[config.mk]
export PLATFORM = sky130hd
export DESIGN_NAME = task_2_output
export DESIGN_NICKNAME = d
export VERILOG_FILES = /design/src/rtl/task_2_pkg.sv /design/src/rtl/task_2_output_fifo.sv /design/src/rtl/task_2_output.sv
export SDC_FILE = /design/constraint.sdc
export NUM_CORES = 2
export LEC_CHECK = 0
export CORE_MARGIN = 4
export CORE_UTILIZATION = 45
export CTS_BUF_LIST = sky130_fd_sc_hd__clkbuf_8
export CTS_CLUSTER_SIZE = 28
export DETAILED_ROUTE_END_ITERATION = 6
export PLACE_DENSITY = 0.61
export SYNTH_ARGS = -nofsm -noshare
export SYNTH_HDL_FRONTEND = slang
export SYNTH_SLANG_ARGS = --single-unit
[constraint.sdc]
create_clock -name i_clk -period 9.5 [get_ports i_clk]
set_input_delay 1.425 -clock i_clk [delete_from_list [all_inputs] [get_ports i_clk]]
set_output_delay 1.425 -clock i_clk [all_outputs]
set_load 0.01 [all_outputs]
[src/rtl/task_2_pkg.sv]
`default_nettype none
// ============================================================================
// Package  : task_2_pkg
// Brief    : Shared types and constants for the task_2 transmit end.
// Revision : 1.0 - initial release
// ============================================================================
package task_2_pkg;

  // Default byte width of the core-to-stream datapath
  localparam int TASK_2_DATA_W = 8;

  // Frame handling phases of the output block
  typedef enum logic [1:0] {
    s_IDLE    = 2'd0,
    s_COLLECT = 2'd1,
    s_SEND    = 2'd2,
    s_DONE    = 2'd3
  } task_2_output_enum;

endpackage
`default_nettype wire

[src/rtl/task_2_output_fifo.sv]
`default_nettype none
// ============================================================================
// Module   : task_2_output_fifo
// Brief    : Synchronous first-word-fall-through FIFO. q always shows the
//            oldest stored word; rdreq pops it. Async active-low clear empties
//            the FIFO without touching the storage array.
// Revision : 1.0 - initial release
// ============================================================================
module task_2_output_fifo #(
  parameter int DATA_W = 8,
  parameter int DEPTH  = 256
) (
  input  logic              clk,
  input  logic              clr_n,
  input  logic              wrreq,
  input  logic              rdreq,
  input  logic [DATA_W-1:0] data,
  output logic [DATA_W-1:0] q,
  output logic              empty,
  output logic              full
);

  localparam int              ADDR_W     = $clog2(DEPTH);
  localparam logic [ADDR_W:0] FULL_COUNT = (ADDR_W+1)'(DEPTH);

  logic [DATA_W-1:0] mem [DEPTH];
  logic [ADDR_W-1:0] wr_ptr;
  logic [ADDR_W-1:0] rd_ptr;
  logic [ADDR_W:0]   count;
  logic              do_wr;
  logic              do_rd;

  // Requests against a full/empty FIFO are ignored rather than corrupting it
  assign do_wr = wrreq && !full;
  assign do_rd = rdreq && !empty;

  // Storage array; contents only matter between valid pointers, so no reset
  always_ff @(posedge clk) begin
    if (do_wr) begin
      mem[wr_ptr] <= data;
    end
  end

  // Pointers wrap modulo DEPTH; count carries one extra bit to tell full from empty
  always_ff @(posedge clk or negedge clr_n) begin
    if (!clr_n) begin
      wr_ptr <= '0;
      rd_ptr <= '0;
      count  <= '0;
    end else begin
      if (do_wr) begin
        wr_ptr <= wr_ptr + 1'b1;
      end
      if (do_rd) begin
        rd_ptr <= rd_ptr + 1'b1;
      end
      case ({do_wr, do_rd})
        2'b10:   count <= count + 1'b1;
        2'b01:   count <= count - 1'b1;
        default: count <= count;
      endcase
    end
  end

  assign q     = mem[rd_ptr];
  assign empty = (count == '0);
  assign full  = (count == FULL_COUNT);

endmodule
`default_nettype wire

[src/rtl/task_2_output.sv]
`default_nettype none
// ============================================================================
// Module   : task_2_output
// Brief    : Transmit end of the task_2 datapath. Buffers one frame of bytes
//            from the core, then replays it as a valid/ready stream with last
//            on the final beat, and pulses o_output_last once it has left.
// Config   : define TASK_2_OUTPUT_LEN_EN to add the o_frame_len output.
// Revision : 1.0 - initial release
// ============================================================================
module task_2_output
  import task_2_pkg::*;
#(
  parameter int DATA_W = TASK_2_DATA_W,
  parameter int DEPTH  = 256,
  parameter int ADDR_W = $clog2(DEPTH)
) (
  input  logic              i_clk,
  input  logic              i_rst,
  input  logic [DATA_W-1:0] i_data,
  input  logic              i_enb,
  input  logic              i_frame_end,
  input  logic              i_tready,
  output logic [DATA_W-1:0] o_tdata,
  output logic              o_tvalid,
  output logic              o_tlast,
  output logic              o_output_last,
  output logic              o_busy,
  output logic              o_empty,
  output logic              o_full,
  output logic              o_overflow
`ifdef TASK_2_OUTPUT_LEN_EN
  ,
  output logic [ADDR_W:0]   o_frame_len
`endif
);

  localparam logic [ADDR_W:0] ONE_CNT = (ADDR_W+1)'(1);

  task_2_output_enum state;
  logic [ADDR_W:0]   cnt;
  logic              overflow;
  logic              fifo_empty;
  logic              fifo_full;
  logic [DATA_W-1:0] fifo_q;
  logic              collecting;
  logic              wr_en;
  logic              drop;
  logic              tvalid;
  logic              beat;
  logic              tlast;

  // Bytes are only accepted while building a frame and while there is room
  assign collecting = (state == s_IDLE) || (state == s_COLLECT);
  assign wr_en      = i_enb && collecting && !fifo_full;
  assign drop       = i_enb && !wr_en;

  // Stream side is decoded from registered state only, never from i_tready
  assign tvalid = (state == s_SEND) && !fifo_empty;
  assign beat   = tvalid && i_tready;
  assign tlast  = tvalid && (cnt == ONE_CNT);

  task_2_output_fifo #(
    .DATA_W (DATA_W),
    .DEPTH  (DEPTH)
  ) u_fifo (
    .clk    (i_clk),
    .clr_n  (i_rst),
    .wrreq  (wr_en),
    .rdreq  (beat),
    .data   (i_data),
    .q      (fifo_q),
    .empty  (fifo_empty),
    .full   (fifo_full)
  );

  // Frame FSM: cnt counts stored bytes while collecting and remaining beats while sending
  always_ff @(posedge i_clk or negedge i_rst) begin
    if (!i_rst) begin
      state    <= s_IDLE;
      cnt      <= '0;
      overflow <= 1'b0;
    end else begin
      if (drop) begin
        overflow <= 1'b1;
      end
      case (state)
        s_IDLE: begin
          if (i_enb) begin
            cnt   <= ONE_CNT;
            state <= i_frame_end ? s_SEND : s_COLLECT;
          end
        end
        s_COLLECT: begin
          if (wr_en) begin
            cnt <= cnt + 1'b1;
          end
          // A dropped byte carrying the frame end still closes the frame
          if (i_enb && i_frame_end) begin
            state <= s_SEND;
          end
        end
        s_SEND: begin
          if (beat) begin
            cnt <= cnt - 1'b1;
            if (tlast) begin
              state <= s_DONE;
            end
          end
        end
        s_DONE: begin
          state <= s_IDLE;
        end
        default: begin
          state <= s_IDLE;
        end
      endcase
    end
  end

`ifdef TASK_2_OUTPUT_LEN_EN
  logic [ADDR_W:0] frame_len;

  // Capture the stored length on entry to send; clear when the next frame starts collecting
  always_ff @(posedge i_clk or negedge i_rst) begin
    if (!i_rst) begin
      frame_len <= '0;
    end else begin
      case (state)
        s_IDLE: begin
          if (i_enb) begin
            frame_len <= i_frame_end ? ONE_CNT : '0;
          end
        end
        s_COLLECT: begin
          if (i_enb && i_frame_end) begin
            frame_len <= wr_en ? (cnt + 1'b1) : cnt;
          end
        end
        default: begin
          frame_len <= frame_len;
        end
      endcase
    end
  end

  assign o_frame_len = frame_len;
`endif

  // Data is forced to zero when no beat is offered so the bus is clean out of reset
  assign o_tdata       = tvalid ? fifo_q : '0;
  assign o_tvalid      = tvalid;
  assign o_tlast       = tlast;
  assign o_output_last = (state == s_DONE);
  assign o_busy        = (state != s_IDLE);
  assign o_empty       = fifo_empty;
  assign o_full        = fifo_full;
  assign o_overflow    = overflow;

endmodule
`default_nettype wire

==> flow_summary.json <==
{
  "status": "completed",
  "critPathSlowestCell": "nor4bb_1",
  "cts.hold.buffers_added": 0,
  "grt_pass1_wl_mm": 294.7,
  "dr.pass1.iters": 6,
  "critPathArrivalTime_ps": 6450,
  "grt_max_degree": 166,
  "grt_pass1_vias": 40302,
  "fin_skew_ps": 97.16,
  "regArea_um2": 62440,
  "rows": 155,
  "ys.flop_type": "edfxtp_1",
  "vdd_drop_max_v": 0.0003066,
  "worst_slew_pin_slew_ps": 1250,
  "finalNonFillerCells": 6640,
  "drc": 0,
  "crit_required_ps": 8080,
  "crit_buf_inv": 4,
  "viasPerCell": 6.037,
  "boundaryPins": 28,
  "cts_sinks": 2085,
  "start_util_pct": 45.36,
  "hold_viol_final": 0,
  "hpwl_mm": 119.6,
  "wl_per_cell_um": 30.85,
  "die_x_um": 432.5,
  "finalCritPeriodShare_pct": 82.91,
  "path_max_fanout": 56,
  "cp.depth": 10,
  "cts_resized": 0,
  "crit_family": "buffers and inverters",
  "synth_seq_cells": 2085,
  "grtUsageTotal_pct": 21.94,
  "initialDrtViolationCount": 5010,
  "ys_types": 63,
  "syn_avg_cell_area_um2": 21.34,
  "via_count": 40085,
  "synth_edf_count": 2048,
  "syn_nets": 3836,
  "wl_met3_mm": 17.32,
  "core_area_um2": 178800,
  "die_h_um": 432.5,
  "crit_path_end": "o_tdata[2]",
  "synthCells": 3801,
  "yosys_warnings": 0,
  "maxCapViolations": 0,
  "ys_seq_area_share_pct": 76.97,
  "criticalPathCategory": "reg2out",
  "r2r_cells": 8,
  "drt-total-wl_mm": 204.9,
  "cts_buffers": 352,
  "reg2reg_to": "u_fifo.mem[166][7]",
  "topRoutingLayerUsed": "met5",
  "power_density_nw_per_um2": 264.4,
  "min_path_type": "reg2reg",
  "tns_ps": 0,
  "areaGrowthSynthToFinish_pct": 11.08,
  "nets": 4059,
  "cp-start-kind": "flop",
  "grt_setup_unrepaired": "no",
  "numPortBuffers": 27,
  "cpPeakStageDelay_ps": 1010,
  "clk_latency_ps": 1050,
  "gp_congestion": 0.8189,
  "final_cell_mix": "2048 x edfxtp_1, 526 x mux4_2, 365 x clkbuf_8",
  "num-fill-cells": 14285,
  "setup_viol": 0,
  "mostFrequentLayoutCell": "edfxtp_1",
  "drive_gt1_share_pct": 24.71,
  "reg2reg_slack_ps": 4580,
  "die_area_um2": 187100,
  "crit_top_cell": "buf_12",
  "p_leak_nw": 28.04,
  "slew_violations": 0,
  "cp-end-kind": "output port",
  "max_slew_margin_pct": 15.77,
  "clk_path_buf_depth": 4,
  "wl_met1_mm": 83.76,
  "cp-startpoint": "u_fifo.rd_ptr[0]",
  "wl_met2_mm": 96.53,
  "clockRootBuffer": "clkbuf_8",
  "fmax_ghz": 0.1270,
  "post-route-util_pct": 50.38,
  "timing.rr.start": "state[1]",
  "place_inst": 6025,
  "cts_tree": "built",
  "synthArstFlopShare_pct": 1.775,
  "multi_input_area_um2": 17600,
  "syn-cell-area_um2": 81100,
  "postCtsSetupBuffers": 0,
  "clk_pin_slew_ps": 60,
  "ctsHtreeMaxLevel": 5,
  "ant_nets": 0,
  "grt_overflow": 0,
  "antenna_found_initial": 15,
  "cp_cell_sequence": "buf_12, buf_12, mux4_2, o22ai_1, nor3_1, o21ai_0, nor4bb_1, o41ai_1, buf_4, clkdlybuf4s50_1",
  "fin_crit_ps": 7877
}
## final cells by class
class	count	area share, %
diodes	7	0.01944
clock buffers	357	5.454
clock inverters	251	1.321
inverters	16	0.07222
multi-input cells	1476	19.54
flip-flops and latches	2085	69.31
well taps	2355	3.271
repair buffers	93	1.017
## cells by family after synthesis
group	synth area share (%)
buf+inv	1.404
fa+ha+maj	0.3487
flops	76.97
xor+xnor	0.2484
mux	15.70
simple gates	2.610
compound gates	2.718
## cell usage after synthesis (all sizes together) (6+ instances only)
cell type / number / area share (%)
mux2i: 84 / 1.0
a22o: 21 / 0.23
nor2: 302 / 1.4
mux4: 526 / 15
ha: 21 / 0.32
a31oi: 6 / 0.046
nor2b: 11 / 0.085
o21ai: 60 / 0.37
o31ai: 6 / 0.056
o211ai: 6 / 0.056
buf: 108 / 0.79
and3: 6 / 0.046
a211oi: 13 / 0.12
nand2: 83 / 0.38
dfrtp: 37 / 1.1
nand3: 37 / 0.23
nor3: 26 / 0.16
o22ai: 32 / 0.25
a22oi: 68 / 0.63
edfxtp: 2048 / 76
a21oi: 39 / 0.24
inv: 16 / 0.074
nor4: 8 / 0.062
xor2: 6 / 0.065
xnor2: 17 / 0.18
clkbuf: 116 / 0.54
a221oi: 31 / 0.34
## worst min path at each step
stage          startpoint    endpoint  slack (ps)  depth (start not counted)
2_1_floorplan      cnt[8]      cnt[8]         430                          1
3_3_place_gp   o_overflow  o_overflow         440                          1
3_5_place_dp   o_overflow  o_overflow         450                          1
4_1_cts            cnt[8]      cnt[8]         460                          1
5_1_grt            cnt[8]      cnt[8]         500                          1
6_report           cnt[8]      cnt[8]         460                          1
## power breakdown
group	switching (mW)	internal, mW
combinational	3.58	2.66
clock	3.50	3.64
sequential	0.220	10.2
## state kept, by name, indices dropped and copies added, names as in the netlist
| signal | cells |
|---|---|
| state | 2 |
| o_overflow | 1 |
| cnt | 9 |
| u_fifo.count | 9 |
| u_fifo.mem | 2048 |
| u_fifo.rd_ptr | 8 |
| u_fifo.wr_ptr | 8 |
## metal layers
metal	vias to the layer above	GRT usage, %
met5	-	0
met2	1948	33.68
met1	21324	31.64
met4	2	8.013
li1	16398	-
met3	413	4.219
## worst reg2reg max path: stages (launching register included)
cell and delay [ps]:
dfrtp_1 400, inv_1 130, ha_1 490, nor2_1 150, and3b_1 530, inv_1 260
nor3b_1 670, nand2_2 840, nor2_1 1010
## per-stage QoR
stage / area [um^2] / setup slack (ps) / hold slack (ps) / power (mW)
detailed placement: 83970 / 2769 / 451.2 / 16.93
finish: 90090 / 1623 / 456.7 / 23.82
floorplan: 81100 / 5634 / 431.9 / 14.74
global route: 90080 / 1385 / 495.8 / 24.78
CTS: 90070 / 1664 / 460.9 / 24.04
global placement: 83970 / 2732 / 442.9 / 16.91
No activity file was read; power rests on OpenSTA's default activity.
